## config.mk

```make
export PLATFORM = sky130hd
export DESIGN_NAME = rf_wb_arbiter
export DESIGN_NICKNAME = d
export VERILOG_FILES = /design/src/rtl/rf_wb_arbiter.sv
export SDC_FILE = /design/constraint.sdc
export NUM_CORES = 1
export LEC_CHECK = 0
export BUFFER_PORTS_ARGS = -buffer_cell sky130_fd_sc_hd__buf_2
export CORE_MARGIN = 1.5
export CORE_UTILIZATION = 40
export DETAILED_ROUTE_END_ITERATION = 10
export MAX_ROUTING_LAYER = met4
export PLACE_DENSITY = 0.78
export SLEW_MARGIN = 20
export SYNTH_ARGS = -nofsm -noshare
export SYNTH_HDL_FRONTEND = slang
export SYNTH_SLANG_ARGS = --single-unit
```

## constraint.sdc

```tcl
create_clock -name clk -period 3.1 [get_ports clk]
set_input_delay 0.62 -clock clk [delete_from_list [all_inputs] [get_ports clk]]
set_output_delay 0.62 -clock clk [all_outputs]
set_load 0.01 [all_outputs]
```

## src/rtl/rf_wb_arbiter.sv

```systemverilog
// rf_wb_arbiter: round-robin ALU/MEM write-back arbiter driving a registered regfile
// write port, with a busy-register scoreboard for issue-stage hazard stalls.
module rf_wb_arbiter #(
    parameter int DATA_W   = 16,
    parameter int ADDR_W   = 4,
    parameter int NUM_REGS = 16
) (
    input  logic                clk,
    input  logic                rst,
    input  logic                alu_valid,
    output logic                alu_ready,
    input  logic [ADDR_W-1:0]   alu_addr,
    input  logic [DATA_W-1:0]   alu_data,
    input  logic                mem_valid,
    output logic                mem_ready,
    input  logic [ADDR_W-1:0]   mem_addr,
    input  logic [DATA_W-1:0]   mem_data,
    input  logic                rsv_valid,
    input  logic [ADDR_W-1:0]   rsv_addr,
    input  logic [ADDR_W-1:0]   chk_addr_a,
    input  logic [ADDR_W-1:0]   chk_addr_b,
    output logic                hazard,
    output logic                rf_we,
    output logic [ADDR_W-1:0]   rf_waddr,
    output logic [DATA_W-1:0]   rf_wdata,
    output logic                rf_wsrc,
    output logic [NUM_REGS-1:0] busy_vec,
    output logic                err_unrsv
);
    logic                last_grant;
    logic                xfer;
    logic [ADDR_W-1:0]   win_addr;
    logic [NUM_REGS-1:0] set_vec, clr_vec;

    // last_grant: 0=ALU, 1=MEM; on contention the other side wins
    assign alu_ready = alu_valid & (~mem_valid | last_grant);
    assign mem_ready = mem_valid & (~alu_valid | ~last_grant);
    assign xfer      = alu_ready | mem_ready;
    assign win_addr  = mem_ready ? mem_addr : alu_addr;
    assign hazard    = rsv_valid & (busy_vec[chk_addr_a] | busy_vec[chk_addr_b] | busy_vec[rsv_addr]);

    always_comb begin
        set_vec = '0;
        clr_vec = '0;
        if (rf_we) clr_vec[rf_waddr] = 1'b1;
        if (rsv_valid && !hazard) set_vec[rsv_addr] = 1'b1;
    end

    always_ff @(posedge clk) begin
        if (rst) begin
            rf_we      <= 1'b0;
            rf_waddr   <= '0;
            rf_wdata   <= '0;
            rf_wsrc    <= 1'b0;
            busy_vec   <= '0;
            err_unrsv  <= 1'b0;
            last_grant <= 1'b1;
        end else begin
            if (xfer) begin
                rf_waddr   <= win_addr;
                rf_wdata   <= mem_ready ? mem_data : alu_data;
                rf_wsrc    <= mem_ready;
                last_grant <= mem_ready;
                if (win_addr != '0 && !busy_vec[win_addr]) err_unrsv <= 1'b1;
            end
            rf_we    <= xfer && win_addr != '0;
            // set wins over a same-edge commit; register 0 never goes busy
            busy_vec <= ((busy_vec & ~clr_vec) | set_vec) & {{(NUM_REGS-1){1'b1}}, 1'b0};
        end
    end
endmodule
```

==> results by stage, run 1 <==
Yosys:
- The most common cell in the synthesized netlist is sky130_fd_sc_hd__nand2_1.
- For this run, the register share of the synthesized area comes to 32.2%.
- The area share of the largest cell type after synthesis is 32.2%.
- The flip-flop and latch count after synthesis is 39.
- Yosys printed 0 warnings.
- A synthesized cell averages 8.59 um2.
- Synthesis produced a netlist whose cell count is 282.
- The netlist uses 48 different library cells.
- The async set or reset register ratio after synthesis is 0%.
- The biggest area contributor in the post-synthesis netlist is sky130_fd_sc_hd__dfxtp_1.
- Among all flip-flop cells after synthesis, the most frequent one is sky130_fd_sc_hd__dfxtp_1.
- Ranked by total cell area, the synthesized netlist is headed by sky130_fd_sc_hd__dfxtp_1, sky130_fd_sc_hd__nand2_1, sky130_fd_sc_hd__mux4_1, sky130_fd_sc_hd__a311oi_1, sky130_fd_sc_hd__mux4_2.
- In this run the cell area of the synthesized design comes to 2420 um2.
- Yosys mapped a number of flops with a built-in enable equal to 0.
- By count the netlist is led by sky130_fd_sc_hd__nand2_1, sky130_fd_sc_hd__dfxtp_1, sky130_fd_sc_hd__nor2_1.
- The synthesized netlist net count is 339.

STA:
- For the pin with the worst max-slew slack, the measured transition is 0.765 ns.
- The highest achievable clock rate is 343 MHz.
- Setup repair after global routing left no endpoint under its margin.
- The number of hold-slack violations in the final timing report was 0.
- After layout, the worst path uses 94.1% of the clock period.
- The clock arrives with 0.0132 ns of skew.
- The number of pins exceeding their max-slew limit in the final report is 0.
- The worst hold slack is 0.472 ns.
- The total setup violations reported at the end of the flow is 0.
- Measured against its own limit, the worst slew margin works out to 48.9%.
- The setup TNS after final layout is 0 ns.
- The worst path in the final design needs a cycle of 2.92 ns, including I/O delays and setup.

Route:
- For this block, the initial DRC count from the detailed router was 240.
- The number of routed nets with antenna violations is 0.
- After detailed routing, the total wire length is 7500 um.
- The count of TritonRoute iterations in the first routing pass is 6.
- The post-detailed-route via-to-cell ratio is 5.90.
- Detailed routing inserted a total of 2649 vias.
- The average detailed-routed wire length per instance is 16.7 um.
- After detailed routing, the number of remaining DRC violations is 0.

Finish:
- The layout overhead on the synthesized area is 27.6%.
- In the final layout, the share of cells above drive strength 1 is 33.4%.
- The filler cells instantiated in the layout total 542.
- Summing all multi-input logic gate instances after layout gives 1540 um2.
- The footprint of the flip-flops and latches is 781 um2.
- The cell area after layout is 3090 um2.
- Leaving out filler cells and counting taps, the final layout contains 449.
- After the last flow step, the layout net total stands at 430.
- 0 antenna diodes ended up in the layout.
- The share of the core filled with cells in the final layout is 52.5%.

Clocking:
- The number of buffers added to fix hold violations after cts is 0.
- The cell at the root of the clock tree is sky130_fd_sc_hd__clkbuf_8.
- TritonCTS created 5 clock buffers.
- The number of levels the H-tree was split into is 2.
- The buffer count from post-CTS setup fixing is 0.
- The insertion delay of the later-clocked pin in the worst-skew pair is 0.29 ns.
- The clock sink count is 39.
- The count of instances resized after the clock tree is built is 0.
- The longest clock path from root to sink contains 2 buffers.
- The clock-pin slew on the worst setup and hold paths is 0.08 ns.
- The TritonCTS clock tree is yes.

Placement:
- The half-perimeter wire length of the detailed placement result is 5440 um.
- Input and output buffers added on the ports amount to 97.
- The number of cells in the design after placement is 441.
- At the end of routability-driven placement, the weighted congestion stood at 0.898.
- The placed standard-cell area is 2960 um2.

Floorplan:
- The floorplan has 28 rows.
- The die covers 6530 um2.
- The floorplan step defined a core boundary enclosing 5890 um2.
- The die extent in y is 80.8 um.
- The number of primary I/O pins is 99.
- The floorplan die width is 80.8 um.
- For this configuration, the core starts out at a cell density of 41.1%.

Worst hold path:
- The startpoint identified for the worst hold timing path is err_unrsv$_SDFFE_PP0P_.
- The worst hold path belongs to the class reg -> reg.
- The instance count along the most critical hold path is 2.
- The hold-critical path endpoint is err_unrsv$_SDFFE_PP0P_.

Status:
- The flow ran to the end, and the final reports show no timing, DRC or antenna violations.

Run:
- Max-cap violations in this run came to 0.

Critical path:
- STA classifies the critical path startpoint as a primary input.
- Setup slack on the worst reg-to-reg path comes out at 0.88 ns.
- The worst register-to-register path has a depth of 6.
- The data required time of the worst path is 2.48 ns.
- Of all nets on the critical path, the largest fanout is 5.
- The startpoint of the worst register-to-register path is last_grant$_SDFFE_PP1P_.
- STA puts the critical path data arrival time at 2.30 ns.
- The worst register-to-register path ends at err_unrsv$_SDFFE_PP0P_.
- The critical path in this run is classified as in -> out.
- The worst setup path is captured at an output port.

Global routing:
- Entering global routing, the biggest net connects 40 pins.
- The global-route wire length before repair is 11400 um.
- The via count of the first global-routing pass is 2370.
- The overall track demand over capacity in global routing is 23.0%.
- The total overflow left after global routing is 0.
- The initial antenna violation count was 0.

Pwr:
- For this design the ratio of total power to cell area is 424 nW/um2.
- The static power due to leakage is 1.41 nW.
- The largest voltage drop on the vdd net is 0.211 mV.
==> worst max-delay path by stage <==
stage,start,to,slack [ns],cells after the start
2_1_floorplan,rsv_addr[0],hazard,0.38,5
3_3_place_gp,chk_addr_b[0],hazard,0.23,7
3_5_place_dp,chk_addr_b[0],hazard,0.19,7
4_1_cts,chk_addr_b[0],hazard,0.19,7
5_1_grt,chk_addr_b[0],hazard,0.16,7
6_report,chk_addr_b[0],hazard,0.18,7
==> power breakdown <==
group          internal (W)  leakage, nW  switching, W
Clock              0.000322       0.0654      0.000175
Sequential         0.000532        0.321     0.0000269
Combinational      0.000111         1.02      0.000144
==> area by class of cell <==
type                    count  share of cell area [%]
inverters                   3                   0.364
well taps                  75                    3.04
repair buffers            103                    17.2
clock buffers               6                    2.35
clock inverters             2                    1.94
multi-input cells         221                    49.9
flip-flops and latches     39                    25.3
==> per-stage QoR <==
step | setup slack (ns) | power, W
after detailed placement | 0.193 | 0.000820
after floorplan | 0.383 | 0.000715
final | 0.183 | 0.00131
after global placement | 0.232 | 0.000814
after CTS | 0.193 | 0.00132
after global routing | 0.158 | 0.00137
==> sequential cells by signal, summed over array words and instances (netlist names) <==
| signal | count |
|---|---|
| rf_waddr | 4 |
| rf_wdata | 16 |
| last_grant | 1 |
| busy_vec | 15 |
| rf_wsrc | 1 |
| err_unrsv | 1 |
| rf_we | 1 |
==> kinds of logic after synthesis <==
logic type / share of synthesized area [%]
AND/OR/NAND/NOR: 25.1
AO/OA/AOI/OAI: 20.4
flip-flops: 32.2
multiplexers: 18.0
buffers and inverters: 4.08
other: 0.155
==> worst max-delay path, stage by stage <==
cell	delay, ns
sky130_fd_sc_hd__buf_2	0.14
sky130_fd_sc_hd__mux4_1	0.57
sky130_fd_sc_hd__a22oi_1	0.17
sky130_fd_sc_hd__o311a_2	0.26
sky130_fd_sc_hd__nand2_1	0.08
sky130_fd_sc_hd__o41a_1	0.31
sky130_fd_sc_hd__buf_2	0.15
==> layer usage <==
layer  routed length, um  track usage (%)  part of all wire, %  up-vias
met5                   0                -                    0        -
met4                 209             8.10                  2.8        0
met3                 501             5.28                  6.7       25
met2                3780             37.1                   50      119
met1                3010             28.4                   40     1255
li1                    -                -                    -     1250
==> layout by cell type (no fill, tap or decap), types with 4 or more instances in the layout <==
master / n
sky130_fd_sc_hd__a21oi_1: 4
sky130_fd_sc_hd__a311oi_1: 17
sky130_fd_sc_hd__buf_2: 97
sky130_fd_sc_hd__buf_4: 6
sky130_fd_sc_hd__clkbuf_8: 5
sky130_fd_sc_hd__dfxtp_1: 39
sky130_fd_sc_hd__mux2_2: 5
sky130_fd_sc_hd__mux2i_1: 11
sky130_fd_sc_hd__mux4_1: 6
sky130_fd_sc_hd__mux4_2: 5
sky130_fd_sc_hd__nand2_1: 48
sky130_fd_sc_hd__nand2b_1: 11
sky130_fd_sc_hd__nand3_1: 9
sky130_fd_sc_hd__nand4_1: 4
sky130_fd_sc_hd__nor2_1: 27
sky130_fd_sc_hd__nor2b_1: 5
sky130_fd_sc_hd__nor3_1: 4
sky130_fd_sc_hd__o211ai_1: 11
sky130_fd_sc_hd__o21ai_0: 14
No activity file was read; power rests on OpenSTA's default activity.
==> run 2, diff against run 1 <==
--- a/config.mk
+++ b/config.mk
@@ -7,10 +7,10 @@
 export LEC_CHECK = 0
 export BUFFER_PORTS_ARGS = -buffer_cell sky130_fd_sc_hd__buf_2
 export CORE_MARGIN = 1.5
-export CORE_UTILIZATION = 40
+export CORE_UTILIZATION = 48
 export DETAILED_ROUTE_END_ITERATION = 10
 export MAX_ROUTING_LAYER = met4
-export PLACE_DENSITY = 0.78
+export PLACE_DENSITY = 0.9
 export SLEW_MARGIN = 20
 export SYNTH_ARGS = -nofsm -noshare
 export SYNTH_HDL_FRONTEND = slang
==> results by stage, run 2 (synthesized netlist as in run 1, its figures left out) <==
STA:
- The number of hold-slack violations in the final timing report was 0.
- The number of pins exceeding their max-slew limit in the final report came to 0.
- In the final timing run, aggregate negative setup slack is 0 ns.
- The clock arrives with 0.00363 ns of skew.
- The relative slew slack is 48.7%.
- Setup repair after global routing left no endpoint under its margin.
- For this run, the top clock speed supported by timing is 341 MHz.
- At the pin with the least slew margin, the transition time is 0.768 ns.
- The worst setup margin is 0.164 ns.
- The shortest period the worst path allows is 2.94 ns.
- The total setup violations reported at the end of the flow is 0.
- The period utilization is 94.7%.

Finish:
- In the final layout, the registers with the most flip-flops are rf_wdata: 16 flops, busy_vec: 15 flops, rf_waddr: 4 flops.
- In the layout the commonest cells are sky130_fd_sc_hd__buf_2, sky130_fd_sc_hd__nand2_1, sky130_fd_sc_hd__dfxtp_1.
- Registers take 781 um2.
- The register with the most flip-flops in the layout has 16 of them.
- The largest register by flop count is rf_wdata.
- The share of the core filled with cells in the final layout is 63.9%.
- The fraction of final layout cells with drive strength greater than 1 is 33.7%.
- The library cell used most frequently in the layout, excluding fill and tap cells, is sky130_fd_sc_hd__buf_2.
- The layout has 387 filler cells.
- The repair_antennas step left the layout with diodes totalling 0.
- The number of standard cells in the final layout excluding fillers is 441.
- In the final layout, the multi-input gates occupy 1540 um2.
- The layout overhead on the synthesized area is 26.4%.
- After the last flow step, the layout net total stands at 430.

Pwr:
- The static power due to leakage is 1.40 nW.
- Dividing total power by cell area gives a power density of 409 nW/um2.
- IR analysis of the VDD net gives a maximum drop of 0.302 mV.

Placement:
- The pre-CTS setup slack is 0.174 ns.
- Detailed placement ended at an HPWL of 5450 um.
- The number of cells in the design after placement is 433.
- The total of buffers placed on input and output ports is 97.
- Routability-driven placement finished with a final weighted congestion of 0.988.

Route:
- For this run, design rule violations remaining after detail routing come to 0.
- Dividing the detail-routed via count by the number of cells gives 6.22.
- The average detailed-routed wire length per instance is 17.5 um.
- The number of design-rule violations left by the first detailed-router iteration is 363.
- The detailed router placed 2741 vias in this run.
- The wire length reported by the detailed router is 7700 um.
- The number of routed nets with antenna violations is 0.
- The count of TritonRoute iterations in the first routing pass is 6.

Clocking:
- In this run the clock root is driven by a sky130_fd_sc_hd__clkbuf_8.
- After clock tree synthesis, the flow added hold-fix buffers numbering 0.
- After clock tree synthesis, the clock-pin slew on the worst setup and hold paths is 0.08 ns.
- The clock passes through at most 2 buffers.
- TritonCTS built the clock tree.
- The number of levels the H-tree was split into is 2.
- The buffer count from post-CTS setup fixing is 0.
- Buffers inserted during clock tree synthesis total 5.
- The count of instances resized after the clock tree is built is 0.
- Clock latency on the worst-skew pair, taken at its later pin, is 0.29 ns.
- Clock tree synthesis found a total of 39 sinks.

Critical path:
- The data required time of the worst path is 2.48 ns.
- For this design, the slowest cell found on the critical path is sky130_fd_sc_hd__mux4_1.
- The endpoint arrival time on the critical path is 2.32 ns.
- By instance count, the cell type seen most on the critical path is sky130_fd_sc_hd__buf_2.
- The category of the worst setup path launch point is a primary input.
- The critical path goes through buf_2, mux4_1, a22oi_1, o311a_2, nand2_1, o41a_1, buf_2.
- The endpoint type of the worst setup path is an output port.
- In this design, the stage delay of the slowest critical-path cell is 0.57 ns.
- The worst setup path is of the in -> out kind.
- The largest fanout of any net on the critical path is 5.

Global routing:
- For this run, the total global-route usage over all layers was measured as 28.4%.
- The first global-routing pass estimated 11900 um of wire.
- The overall overflow remaining after global route is 0.
- The via count of the first global-routing pass was 2475.
- The pin count of the biggest net entering global routing is 40.
- The initial antenna violation count is 0.

Floorplan:
- The starting utilization of the core area is 50.6%.
- The total area inside the core boundary comes to 4790 um2.
- The floorplan die width is 74.0 um.
- The die covers 5480 um2.
- The number of primary I/O pins is 99.
- The site row count is 25.
- The die extent in y is 74.0 um.

Run:
- The tool flagged a number of max-cap violations equal to 0.

Worst hold path:
- The path class of the tightest hold or removal check is reg -> reg.

Status:
- The flow ran to the end, and the final reports show no timing, DRC or antenna violations.
run 2: cell count changes in the layout (fill, tap and decap cells not counted):
cell                        before  now
sky130_fd_sc_hd__bufinv_16       2    1
sky130_fd_sc_hd__clkinv_4        0    1
sky130_fd_sc_hd__clkbuf_1        1    0
sky130_fd_sc_hd__clkinv_2        0    1
run 2: through the flow:
step           total power, W  cell area (um2)  hold slack [ns]
2_1_floorplan        0.000715             2420            0.462
3_3_place_gp         0.000812             2950            0.472
3_5_place_dp         0.000821             2950            0.469
4_1_cts               0.00124             3060            0.487
5_1_grt               0.00130             3060            0.512
6_report              0.00125             3060            0.490
run 2: final cells by class:
type	count	area share, %
Multi-Input combinational cell	221	50.4
Timing Repair Buffer	103	17.3
Inverter	3	0.368
Tap cell	67	2.74
Clock buffer	5	2.25
Sequential cell	39	25.5
Clock inverter	3	1.43
run 2: per-layer routing:
metal	vias up	global-route usage (%)	part of all wire, %
met5	-	-	0
met4	0	7.82	2.5
met3	30	4.74	9.4
met2	184	45.7	50
met1	1276	37.0	38
li1	1251	-	-
run 2: path summary, 6_finish.rpt:
| path | startpoint | to | slack [ns] | depth (start not counted) |
|---|---|---|---|---|
| worst max-delay path | chk_addr_a[0] | hazard | 0.16 | 7 |
| worst min-delay path | err_unrsv$_SDFFE_PP0P_ | err_unrsv$_SDFFE_PP0P_ | 0.49 | 2 |
| worst max register to register | last_grant$_SDFFE_PP1P_ | err_unrsv$_SDFFE_PP0P_ | 1.09 | 6 |
| worst min register to register | err_unrsv$_SDFFE_PP0P_ | err_unrsv$_SDFFE_PP0P_ | 0.49 | 2 |
run 2: critical path, delay by kind of cell:
family / cells / cell delay [ns]
mux: 1 / 0.57
simple gates: 1 / 0.07
buf+inv: 2 / 0.28
compound gates: 3 / 0.76
run 2: power by group:
part / total [W] / switching (W) / internal [W]
sequential: 0.000561 / 0.0000288 / 0.000532
combinational: 0.000256 / 0.000145 / 0.000111
clock: 0.000434 / 0.000194 / 0.000240
